$ cat src/rtl/defuzz_div.sv
// Defuzzification back end: sequential restoring divider computing g = S_wg / S_w as Q1.15 and percent.
// Optional build macro DEFUZZ_ROUND_EN selects a round-half-up quotient instead of a truncating one.
module defuzz_div #(
  parameter int          SW_W      = 24,
  parameter int          SWG_W     = 32,
  parameter int          QW        = 16,
  parameter logic [15:0] DEFAULT_G = 16'h0000
) (
  input  logic             clk,
  input  logic             rst,
  input  logic             in_valid,
  output logic             in_ready,
  input  logic [SW_W-1:0]  S_w,
  input  logic [SWG_W-1:0] S_wg,
  output logic             out_valid,
  input  logic             out_ready,
  output logic [15:0]      g_q15,
  output logic [6:0]       g_pct,
  output logic             no_rule,
  output logic             sat
);

  localparam int DW    = SWG_W + 1;
  localparam int HW    = DW - QW;
  localparam int CW    = ((HW > SW_W) ? HW : SW_W) + 1;
  localparam int CNT_W = $clog2(QW);

  typedef enum logic [1:0] {IDLE, DIV, SCALE, DONE} state_t;

  state_t            state, state_next;
  logic [SW_W-1:0]   divisor;
  logic [SW_W:0]     rem;
  logic [QW-1:0]     dlo;
  logic [QW-1:0]     quo;
  logic [CNT_W-1:0]  cnt;
  logic              zero;
  logic              ovf;

  logic [SW_W-1:0]   bias;
  logic [DW-1:0]     dividend;
  logic [CW-1:0]     hi_ext;
  logic [CW-1:0]     sw_ext;
  logic              ovf_in;
  logic [SW_W+1:0]   trial;
  logic [SW_W+1:0]   diff;
  logic              ge;
  logic [15:0]       g_next;
  logic              sat_next;
  logic [23:0]       prod;
  logic [23:0]       pfull;
  logic [6:0]        pct_next;

`ifdef DEFUZZ_ROUND_EN
  assign bias = S_w >> 1;
`else
  assign bias = '0;
`endif

  // Quotient exceeds QW bits exactly when the dividend's upper part is already >= divisor,
  // so the upper part seeds the remainder and only the low QW bits are iterated.
  assign dividend = {1'b0, S_wg} + DW'(bias);
  assign hi_ext   = CW'(dividend[DW-1:QW]);
  assign sw_ext   = CW'(S_w);
  assign ovf_in   = (S_w != '0) && (hi_ext >= sw_ext);

  assign trial = {rem, dlo[QW-1]};
  assign diff  = trial - (SW_W+2)'(divisor);
  assign ge    = trial >= (SW_W+2)'(divisor);

  assign in_ready  = (state == IDLE);
  assign out_valid = (state == DONE);

  always_ff @(posedge clk) begin
    if (rst) state <= IDLE;
    else     state <= state_next;
  end

  always_comb begin
    // NOTE: default first so every path assigns state_next and no latch is inferred.
    state_next = state;
    case (state)
      IDLE:    if (in_valid) state_next = (S_w == '0) ? SCALE : DIV;
      DIV:     if (cnt == '0) state_next = SCALE;
      SCALE:   state_next = DONE;
      DONE:    if (out_ready) state_next = IDLE;
      default: state_next = IDLE;
    endcase
  end

  always_comb begin
    g_next   = DEFAULT_G;
    sat_next = 1'b0;
    if (!zero) begin
      if (ovf || (|quo[QW-1:15])) begin
        g_next   = 16'h7FFF;
        sat_next = 1'b1;
      end else begin
        g_next = {1'b0, quo[14:0]};
      end
    end
    prod     = {8'd0, g_next} * 24'd100 + 24'd16384;
    pfull    = prod >> 15;
    pct_next = (pfull > 24'd100) ? 7'd100 : pfull[6:0];
  end

  always_ff @(posedge clk) begin
    if (rst) begin
      divisor <= '0;
      rem     <= '0;
      dlo     <= '0;
      quo     <= '0;
      cnt     <= '0;
      zero    <= 1'b0;
      ovf     <= 1'b0;
      g_q15   <= '0;
      g_pct   <= '0;
      no_rule <= 1'b0;
      sat     <= 1'b0;
    end else begin
      case (state)
        IDLE: if (in_valid) begin
          divisor <= S_w;
          zero    <= (S_w == '0);
          ovf     <= ovf_in;
          rem     <= (SW_W+1)'(hi_ext);
          dlo     <= dividend[QW-1:0];
          quo     <= '0;
          cnt     <= CNT_W'(QW - 1);
        end
        DIV: begin
          rem <= (SW_W+1)'(ge ? diff : trial);
          dlo <= {dlo[QW-2:0], 1'b0};
          quo <= {quo[QW-2:0], ge};
          cnt <= cnt - 1'b1;
        end
        SCALE: begin
          g_q15   <= g_next;
          g_pct   <= pct_next;
          no_rule <= zero;
          sat     <= sat_next;
        end
        default: ;
      endcase
    end
  end

endmodule

$ cat config.mk
export PLATFORM = sky130hd
export DESIGN_NAME = defuzz_div
export DESIGN_NICKNAME = d
export VERILOG_FILES = /design/src/rtl/defuzz_div.sv
export SDC_FILE = /design/constraint.sdc
export NUM_CORES = 1
export LEC_CHECK = 0
export ABC_AREA = 1
export CORE_MARGIN = 8
export CORE_UTILIZATION = 51
export CTS_BUF_LIST = sky130_fd_sc_hd__clkbuf_2
export DETAILED_ROUTE_END_ITERATION = 8
export PLACE_DENSITY_LB_ADDON = 0.25
export SKIP_LAST_GASP = 1
export SLEW_MARGIN = 0
export SYNTH_ARGS = -nofsm -noshare
export SYNTH_HDL_FRONTEND = slang
export SYNTH_SLANG_ARGS = --single-unit
$ cat constraint.sdc
create_clock -name clk -period 7.7 [get_ports clk]
set_input_delay 1.155 -clock clk [delete_from_list [all_inputs] [get_ports clk]]
set_output_delay 1.155 -clock clk [all_outputs]
set_load 0.1 [all_outputs]
* Word level (Yosys, flattened, before mapping)
Index checks and enable logic that the tools add are counted.
** Storage, ports and cells
- Register bits after elaboration :: 114
- Input bits :: 60
- Output and inout bits :: 27
** Cells by class
- $add $sub $neg :: 3
- Multipliers :: 1
- Order comparisons :: 3
- Eq/ne operators :: 6
- Mux-type cells :: 19
- Reductions and logical operators :: 10
** Operators by type and width (number)
- $pmux W16 S2 :: 2
- $mux W25 :: 2
- $pmux W25 S2 :: 1
- $mux W16 :: 2
- $mux W15 :: 2
- $ge A26 B24 Y1 :: 1
- $sub A25 B24 Y25 :: 1
- $add A23 B15 Y24 const B :: 1
- $ge A16 B24 Y1 :: 1
- $logic_not A24 Y1 :: 1
- $reduce_bool A24 Y1 :: 1
- $mul A16 B5 Y21 const B :: 1
- $gt A9 B7 Y1 const B :: 1
- $mux W2 :: 4
- $pmux W2 S4 :: 1
- $pmux W4 S2 :: 1
- $mux W7 :: 1
- $eq A2 B2 Y1 const B :: 2
- $logic_not A4 Y1 :: 1
- $mux W4 :: 1
- $ne A2 B2 Y1 const B :: 2
- $reduce_and A2 Y1 :: 2
- $sub A4 B1 Y4 const B :: 1
- $reduce_and A3 Y1 :: 1
- other kinds (7) :: 8

* Logic depth before layout (Yosys ltp)
Gate-level depths: netlist (run 1).
- Word-level depth :: 7
- Depth in mapped cells :: 33
- Mapped depth without buffers :: 33

* Worst setup path after synthesis (run 1)
Ideal clock, no wire load.
- Path kind :: reg2reg
- From :: register ovf
- To :: register g_pct[5]
- Setup time :: 0.113 ns
- Data arrival time :: 4.111 ns
- Required time :: 7.587 ns
- Path slack :: 3.476 ns
- Stages on the path, launching flop included :: 33
- Buffers on the path :: 1
- Cells stage by stage :: dfxtp_1 -> nor2_4 -> clkbuf_1 -> a21oi_1 -> ha_1 -> ha_1 -> inv_1 -> fa_1 -> inv_1 -> ha_1 -> nand2_1 -> inv_1 -> nand2_1 -> inv_1 -> nand2_1 -> nand2_1 -> nand2_1 -> nand2_1 -> nand2_1 -> nand2_1 -> inv_1 -> ha_1 -> nand3_2 -> nor2_4 -> nand3_1 -> nand2_1 -> nand2_1 -> nand3_1 -> nand2_1 -> nand2_2 -> nand2_2 -> o21ai_1 -> inv_1
** On the way
- Word-level cells in the longest chain between the ends :: 7
** Ends and longest elaborated chain
- start, declared :: line 37 : logic ovf;
- start signal, assigned :: line 124 : ovf <= ovf_in;
- $logic_or A1 B1 Y1 * :: line 94 : if (ovf || (|quo[QW-1:15])) begin
- $mux W15 * :: line 94
- $mux W15 * :: line 93 : if (!zero) begin
- via g_next[6] :: line 47 : logic [15:0] g_next;
- $mul A16 B5 Y21 * :: line 101 : prod = {8'd0, g_next} * 24'd100 + 24'd16384;
- $add A23 B15 Y24 * :: line 101
- $gt A9 B7 Y1 :: line 103 : pct_next = (pfull > 24'd100) ? 7'd100 : pfull[6:0];
- $mux W7 * :: line 103
- end signal, assigned :: line 138 : g_pct <= pct_next;
- end, declared :: line 18 : output logic [6:0] g_pct,
The timed path passes the listed nets; every way through them passes the cells marked *.
A chain may end at the register's enable or synchronous reset.

* Worst setup path after layout (run 1)
- From :: register ovf
- To :: register g_pct[6]
The elaborated chain is that of the path after synthesis.

==> results of run 1 <==
synth_stat cells, types with 3 or more instances:
master	instances	area [um^2]
a21o_1	7	52.6
clkbuf_1	40	150
a21oi_1	173	866
o211ai_1	8	60.1
nand2_2	16	100
xnor2_1	13	114
nand4_1	6	37.5
a221oi_1	3	26.3
buf_2	4	20.0
xor2_1	10	87.6
o21ai_0	100	500
nand2_1	231	867
nor2_1	62	233
nand3b_1	3	22.5
nand3_2	4	40.0
nor2_4	4	45.0
ha_1	95	1190
nor4_1	7	43.8
a31oi_1	20	125
o21bai_1	5	37.5
nand3_1	40	200
dfxtp_1	113	2260
inv_1	146	548
nor3_1	11	55.1
fa_1	10	200
inv_2	5	18.8
o21ai_1	9	45.0
critical path, cell delays in order, from the launching register on:
cell and delay, ns:
dfxtp_1 0.38, nor2_4 0.33, a21oi_1 0.26, ha_1 0.35
ha_1 0.31, fa_1 0.46, ha_1 0.39, a21oi_1 0.26
nand2_1 0.11, a21oi_1 0.17, nand2_1 0.07, nand2_1 0.07
nand2_2 0.08, inv_1 0.06, ha_1 0.17, nand3_2 0.11
nor2_4 0.16, nand3_1 0.08, nand2_1 0.08, nand2_1 0.06
nand3_1 0.08, nand2_1 0.06, nand2_2 0.10, nand2_2 0.08
o21ai_1 0.12, inv_1 0.04
worst max-delay path by stage:
stage | startpoint | endpoint | slack, ns
CTS | zero | g_pct[6] | 3.19
global route | zero | g_pct[6] | 2.62
detailed placement | zero | g_pct[6] | 3.23
floorplan | ovf | g_pct[5] | 3.48
global placement | zero | g_pct[5] | 3.28
finish | ovf | g_pct[6] | 3.18
cell usage in the layout, fill, tap and decap left out, drive strengths merged, types with 2 or more instances in the layout:
cell and n:
clkinvlp 4, a31oi 20, fa 10, or2 3, o211ai 8, nor3b 2
nor4 7, clkbuf 17, a21oi 174, buf 8, dfxtp 113, nand3 45
nor3 12, o21ai 111, bufinv 2, o221ai 2, inv 153, nor2 68
xnor2 13, nand3b 3, o21bai 5, xor2 10, nand4 6, ha 95
clkdlybuf4s50 84, nand2 247, a21o 7, a221oi 3, clkinv 9
metrics by stage:
stage               hold slack [ns]  setup slack, ns  cell area (um^2)  power, uW  std cells
CTS                           0.475             3.19              9340       3410       1462
finish                        0.473             3.18              9340       3410       1463
global placement              0.449             3.28              9110       2990       1430
detailed placement            0.452             3.23              9110       3010       1430
floorplan                     0.435             3.48              8120       2560       1168
global route                  0.493             2.62              9340       3730       1463
routing by layer:
layer	up-vias	wire length (um)
met3	30	972
met1	3583	9520
met5	-	0
met2	159	9630
met4	0	393
li1	4031	-
final cells by class:
class / count / area [um^2]
fillers: 1540 / 6370
diodes: 1 / 2.50
multi-input cells: 856 / 5110
clock inverters: 15 / 143
clock buffers: 17 / 85.1
repair buffers: 92 / 898
well taps: 216 / 270
flip-flops and latches: 113 / 2260
inverters: 153 / 574
power by group:
part           leakage, uW  internal [uW]  switching [uW]
Sequential        0.000926            746            98.0
Combinational      0.00326            717            1450
Clock             0.000129            145             249
Total              0.00431           1610            1800
flip-flops by register name (all words and copies together), names as in the netlist:
signal   flops
sat          1
g_q15       15
cnt          4
g_pct        7
quo         16
rem         25
no_rule      1
divisor     24
dlo         16
state        2
zero         1
ovf          1
kinds of logic (layout without fill, tap and decap cells):
kind of cell               Yosys count  after routing  share of synthesized area (%)
xor gates and xnor gates            23             23                           2.48
adders and majority gates          105            105                           17.1
AOI/OAI and AO/OA                  333            333                           21.9
buffers and inverters              199            277                           9.31
DFF                                113            113                           27.9
and+or+nand+nor                    394            394                           21.3
other                                1              2                         0.0462
==> impl_metrics.json, run 1 <==
{
  "clk_latency_ns": 0.69,
  "gp_congestion": 0.909,
  "hpwlAfterDp_um": 15700,
  "core_area_um2": 15700,
  "htreeDepth": 4,
  "ctsHoldBuffers": 0,
  "worstMarginPinSlew_ns": 1.12,
  "grt_usage_pct": 20.9,
  "rsz0062_at_grt": "no",
  "grt_overflow": 0,
  "ioPinCount": 87,
  "leakage_uw": 0.00431,
  "grt_max_degree": 53,
  "cts_setup_buffers": 0,
  "whs_path_depth": 2,
  "yosysUniqueCellTypes": 45,
  "row_count": 46,
  "r2r_slack_ns": 3.18,
  "syn-num-nets": 1333,
  "ys.warnings.count": 0,
  "grt_pass1_wl_um": 35000,
  "synthCells": 1168,
  "synthFlopType": "dfxtp_1",
  "max_slew_margin_pct": 25.5,
  "crit_arrival_ns": 5.11,
  "ant_nets": 0,
  "yosysSeqAreaShare_pct": 27.9,
  "cts_buffers": 17,
  "clockBufferDepth": 2,
  "cts.reportedPaths.clkPinSlew_ns": 0.17,
  "slew_viol_final": 0,
  "dieHeight_um": 142,
  "critPathLaunchType": "register",
  "drt_iter0_drc": 410,
  "r2r-start": "ovf",
  "gr-max-usage-layer": "met2",
  "reg2regPathDepth": 25,
  "synthArstFlopShare_pct": 0,
  "met2_usage_pct": 35.3,
  "run_status": "complete, no violations",
  "wl_per_cell_um": 14.0,
  "fin_crit_sh_pct": 58.7,
  "drcViolationCount": 0,
  "synth_edf_count": 0,
  "final_hold_viol_count": 0,
  "fin_util_pct": 59.5,
  "synth-seq-cells": 113,
  "min_period_ns": 4.52,
  "r2r_end": "g_pct[6]",
  "setup_tns_ns": 0,
  "clock_skew_ns": 0.0310,
  "hold_end": "dlo[0]",
  "use_met3_pct": 4.39,
  "ir_worst_vdd_mv": 0.253,
  "dieArea_um2": 20200,
  "use_met1_pct": 26.0,
  "cts_sinks": 113,
  "fp.dieW_um": 142,
  "power_density_nw_per_um2": 365,
  "viasPerCell": 5.33,
  "start_util_pct": 51.7,
  "hp-start": "dlo[0]",
  "io_buffers": 85,
  "cts_resized": 0,
  "area_growth_pct": 15.1,
  "synth.avg_cell_area_um2": 6.95,
  "vias": 7803,
  "cp.required_ns": 8.28,
  "netlist_area_um2": 8120,
  "drt_wl_total_um": 20500,
  "path_class": "reg -> reg",
  "num-nets-final": 1398,
  "cap_violations": 0,
  "finalSetupViolCount": 0,
  "drive_gt1_share_pct": 6.26,
  "cts_tree": "done",
  "dr.pass1.iters": 5,
  "cp_max_fo": 18,
  "end_kind": "register",
  "grt_pass1_vias": 7571,
  "clockRootBuffer": "clkbuf_2",
  "antenna_found_initial": 1,
  "max_freq_ghz": 0.221,
  "hold_path.class": "reg -> reg"
}
No activity file was read; power rests on OpenSTA's default activity.
==> inputs of run 2 (changes only) <==
==> constraint.sdc (replaced) <==
create_clock -name clk -period 3.86 [get_ports clk]
set_input_delay 0.579 -clock clk [delete_from_list [all_inputs] [get_ports clk]]
set_output_delay 0.579 -clock clk [all_outputs]
set_load 0.1 [all_outputs]
==> impl_metrics.json, run 2 (synthesis results as in run 1) <==
{
  "reg.largest.list": "rem x25, divisor x24",
  "grt_pass1_wl_um": 37000,
  "clockRootBuffer": "clkbuf_2",
  "crit_arrival_ns": 4.75,
  "start_util_pct": 51.7,
  "viasPerCell": 5.47,
  "finalPower_uw": 7140,
  "dieHeight_um": 142,
  "drt_iter0_drc": 611,
  "largest_register_ffs": 25,
  "core_area_um2": 15700,
  "antenna_found_initial": 1,
  "cts.reportedPaths.clkPinSlew_ns": 0.18,
  "reg2regPathDepth": 28,
  "drive_gt1_share_pct": 19.2,
  "row_count": 46,
  "drt_wl_total_um": 24200,
  "num-nets-final": 1476,
  "cp.required_ns": 4.45,
  "place_area_um2": 9810,
  "layout_common_cells": "209 x nand2_1, 150 x a21oi_1, 136 x inv_1, 111 x dfxtp_1, 100 x o21ai_0",
  "htreeDepth": 4,
  "max_freq_ghz": 0.240,
  "clockBufferDepth": 2,
  "grt_overflow": 0,
  "end_kind": "register",
  "fp.dieW_um": 142,
  "worstMarginPinSlew_ns": 1.00,
  "vias": 8422,
  "critPathLaunchType": "register",
  "clk_latency_ns": 0.69,
  "rsz0062_at_grt": "yes",
  "wl_met3_um": 1130,
  "r2r_slack_ns": -0.30,
  "r2r-start": "quo[15]",
  "r2r_end": "g_pct[6]",
  "cp_max_fo": 6,
  "cap_violations": 0,
  "stdcell_area_um2": 10800,
  "top_register": "rem",
  "drcViolationCount": 0,
  "cts_tree": "done",
  "finalSetupViolCount": 7,
  "setup_tns_ns": -1.76,
  "slew_viol_final": 0,
  "ir_worst_vdd_mv": 0.527,
  "cts_buffers": 17,
  "worstSetupStartpoint": "quo[15]",
  "run_status": "finished, violations left",
  "m1WireLength_um": 10200,
  "gp_congestion": 0.955,
  "leakage_uw": 0.00481,
  "fin_crit_sh_pct": 108,
  "crit_slowest_cell": "fa_1",
  "io_buffers": 85,
  "ioPinCount": 87,
  "hold_path.class": "in -> reg",
  "power_density_nw_per_um2": 663,
  "wl_met2_um": 12200,
  "final_common_cell": "nand2_1",
  "cts_sinks": 113,
  "dr.pass1.iters": 5,
  "cpPeakStageDelay_ns": 0.53,
  "pre_cts_ws_ns": -0.279,
  "grt_max_degree": 51,
  "max_slew_margin_pct": 33.0,
  "area_growth_pct": 32.7,
  "min_period_ns": 4.16,
  "cp_common_cell": "nand2_1",
  "path_class": "reg -> reg",
  "dieArea_um2": 20200,
  "crit_path_end": "g_pct[6]",
  "top_layer": "met4",
  "layout_setup_ws_ns": -0.300,
  "wl_per_cell_um": 15.7,
  "grt_usage_pct": 22.1,
  "ant_nets": 0,
  "hpwlAfterDp_um": 16300,
  "final_hold_viol_count": 0,
  "grt_pass1_vias": 8038,
  "clock_skew_ns": 0.0236,
  "fin_util_pct": 68.6,
  "violations": "negative setup slack"
}
[run 2: worst max-delay path, delay by kind of cell, from the launching register on]
family,cells,cell delay [ns]
xor gates and xnor gates,1,0.16
and+or+nand+nor,12,1.09
DFF,1,0.37
AOI/OAI and AO/OA,3,0.38
adders and majority gates,5,1.33
buffers and inverters,7,0.73
[run 2: worst min-delay path by stage]
stage / from / slack (ns) / end / cells after the start
CTS: S_wg[0] / 0.38 / dlo[0] / 3
detailed placement: divisor[10] / 0.45 / divisor[10] / 2
finish: S_wg[0] / 0.42 / dlo[0] / 3
global route: S_wg[0] / 0.38 / dlo[0] / 3
global placement: divisor[10] / 0.45 / divisor[10] / 2
floorplan: divisor[11] / 0.44 / divisor[11] / 2
[run 2: power breakdown]
group          total, uW  switching, uW  leakage [uW]  internal, uW
Sequential          1670            184      0.000927          1490
Clock               1020            477      0.000182           547
Combinational       4450           2950       0.00370          1490
[run 2: what timing repair did]
item / CTS / global route
gates cloned: 1 / 0
gates resized for setup: 40 / 53
setup buffers: 7 / 5
pin swaps: 29 / 42
hold buffers: 0 / 0
setup endpoints to repair: 7 / 7
[run 2: through the flow]
step	hold WS (ns)	std cells
6_report	0.422	1540
5_1_grt	0.380	1540
4_1_cts	0.380	1534
3_5_place_dp	0.455	1495
3_3_place_gp	0.449	1495
2_1_floorplan	0.435	1168
[run 2: area by class of cell]
class	instances	area [um^2]
Multi-Input combinational cell	856	5790
Fill cell	1263	4940
Sequential cell	113	2270
Timing Repair Buffer	170	1560
Inverter	153	577
Tap cell	216	270
Clock inverter	13	216
Clock buffer	18	90.1
Antenna cell	1	2.50
[run 2: routing by layer]
metal | vias to the layer above | global-route usage (%)
li1 | 4189 | -
met1 | 3936 | 25.8
met2 | 241 | 39.7
met3 | 56 | 4.09
met4 | 0 | 7.52
met5 | - | 0
==> inputs of run 3 (changes only) <==
==> constraint.sdc (replaced) <==
create_clock -name clk -period 3.3 [get_ports clk]
set_input_delay 0.495 -clock clk [delete_from_list [all_inputs] [get_ports clk]]
set_output_delay 0.495 -clock clk [all_outputs]
set_load 0.02 [all_outputs]
==> impl_metrics.json, run 3 (synthesis results as in run 1) <==
{
  "r2r_end": "g_pct[0]",
  "gp_congestion": 0.931,
  "dp_cells": 1520,
  "setup_tns_ns": -6.72,
  "min_period_ns": 4.27,
  "core_area_um2": 15700,
  "clock_skew_ns": 0.0307,
  "reg.largest.list": "rem x25, divisor x24",
  "max_slew_margin_pct": 53.5,
  "cp_max_fo": 5,
  "cts.reportedPaths.clkPinSlew_ns": 0.17,
  "clockRootBuffer": "clkbuf_2",
  "vias": 8475,
  "viasPerCell": 5.40,
  "fin_cells": 1568,
  "worstSetupStartpoint": "quo[15]",
  "crit_path_end": "g_pct[0]",
  "grt_pass1_vias": 8033,
  "cap_violations": 0,
  "stdcell_area_um2": 10800,
  "critPathLaunchType": "register",
  "hold_path.class": "in -> reg",
  "r2r_slack_ns": -0.97,
  "cts_sinks": 113,
  "htreeDepth": 4,
  "start_util_pct": 51.7,
  "violations": "negative setup slack",
  "wl_per_cell_um": 15.1,
  "ant_nets": 0,
  "drt_iter0_drc": 474,
  "path_class": "reg -> reg",
  "dr.pass1.iters": 5,
  "ir_worst_vdd_mv": 0.748,
  "power_density_nw_per_um2": 720,
  "layout_common_cells": "208 x nand2_1, 153 x a21oi_1, 137 x inv_1, 110 x dfxtp_1, 104 x buf_4",
  "worstMarginPinSlew_ns": 0.697,
  "grt_pass1_wl_um": 37000,
  "hpwlAfterDp_um": 16900,
  "antenna_found_initial": 1,
  "cts_buffers": 17,
  "slew_viol_final": 0,
  "place_area_um2": 9980,
  "largest_register_ffs": 25,
  "pre_cts_ws_ns": -0.832,
  "fin_crit_sh_pct": 129,
  "dieHeight_um": 142,
  "r2r-start": "quo[15]",
  "clk_latency_ns": 0.71,
  "dieArea_um2": 20200,
  "cts_tree": "done",
  "area_growth_pct": 33.1,
  "row_count": 46,
  "io_buffers": 85,
  "clockBufferDepth": 2,
  "grt_max_degree": 52,
  "reg2regPathDepth": 26,
  "top_register": "rem",
  "grt_overflow": 0,
  "final_hold_viol_count": 0,
  "ioPinCount": 87,
  "finalSetupViolCount": 7,
  "crit_arrival_ns": 4.84,
  "fp.dieW_um": 142,
  "max_freq_ghz": 0.234,
  "ctsHoldBuffers": 0,
  "grt_usage_pct": 22.3,
  "drt_wl_total_um": 23700,
  "drive_gt1_share_pct": 20.1,
  "drcViolationCount": 0,
  "final_common_cell": "nand2_1",
  "leakage_uw": 0.00491,
  "cp.required_ns": 3.87,
  "rsz0062_at_grt": "yes",
  "layout_setup_ws_ns": -0.968,
  "run_status": "finished, violations left",
  "end_kind": "register",
  "num-nets-final": 1503
}
run 3: power by group:
part	total, uW	switching (uW)	internal, uW
combinational	4850	3040	1810
sequential	1960	221	1740
clock	969	554	415
total	7780	3810	3970
run 3: final cells by class:
| type | count | area (um^2) |
|---|---|---|
| multi-input cells | 856 | 5720 |
| flip-flops and latches | 113 | 2270 |
| clock buffers | 19 | 95.1 |
| well taps | 216 | 270 |
| clock inverters | 13 | 144 |
| fillers | 1305 | 4910 |
| repair buffers | 197 | 1730 |
| inverters | 153 | 574 |
| diodes | 1 | 2.50 |
run 3: what timing repair did:
action,in CTS,in global routing
setup endpoints to repair,7,7
pin swaps,20,58
buffers inserted,6,9
gates resized for setup,10,77
gates cloned,0,0
run 3: critical path, cell delays in order, from the launching register on:
cell and delay (ns):
dfxtp_2 0.39, nor2_4 0.05, buf_4 0.15, a21oi_2 0.18, buf_4 0.17, ha_4 0.20
ha_4 0.25, fa_1 0.61, ha_4 0.23, a21oi_1 0.31, nand2_1 0.15, a21oi_2 0.15
nand2_1 0.07, nand2_1 0.07, nand2_2 0.07, inv_2 0.07, ha_4 0.15, nand3_4 0.07
nor2_4 0.14, buf_6 0.14, nand3_2 0.10, nand2_2 0.09, nand3_2 0.06, nand2_2 0.09
nand2_4 0.06, nand3_1 0.07, a21oi_1 0.06
run 3: worst min path at each step:
stage | startpoint | endpoint | slack (ns) | cells past startpoint
after floorplan | divisor[11] | divisor[11] | 0.44 | 2
after global placement | divisor[10] | divisor[10] | 0.45 | 2
after detailed placement | divisor[8] | divisor[8] | 0.45 | 2
after CTS | S_wg[0] | dlo[0] | 0.31 | 3
after global routing | S_wg[13] | dlo[13] | 0.28 | 3
final | S_wg[0] | dlo[0] | 0.35 | 3
run 3: metal layers:
metal  wire, um  up-vias  global-route usage (%)
met3       1220       47                    4.13
met4        502        0                    7.24
met5          0        -                       0
met2      11900      223                    38.9
li1           -     4251                       -
met1      10100     3954                    27.2
run 3: stage by stage:
step           total power (uW)  util, %  hold slack [ns]
6_report                   7780     68.8            0.349
2_1_floorplan              5520        -            0.435
3_3_place_gp               6650     63.5            0.448
3_5_place_dp               6750     63.5            0.454
4_1_cts                    7740     65.6            0.305
5_1_grt                    8480     68.8            0.278
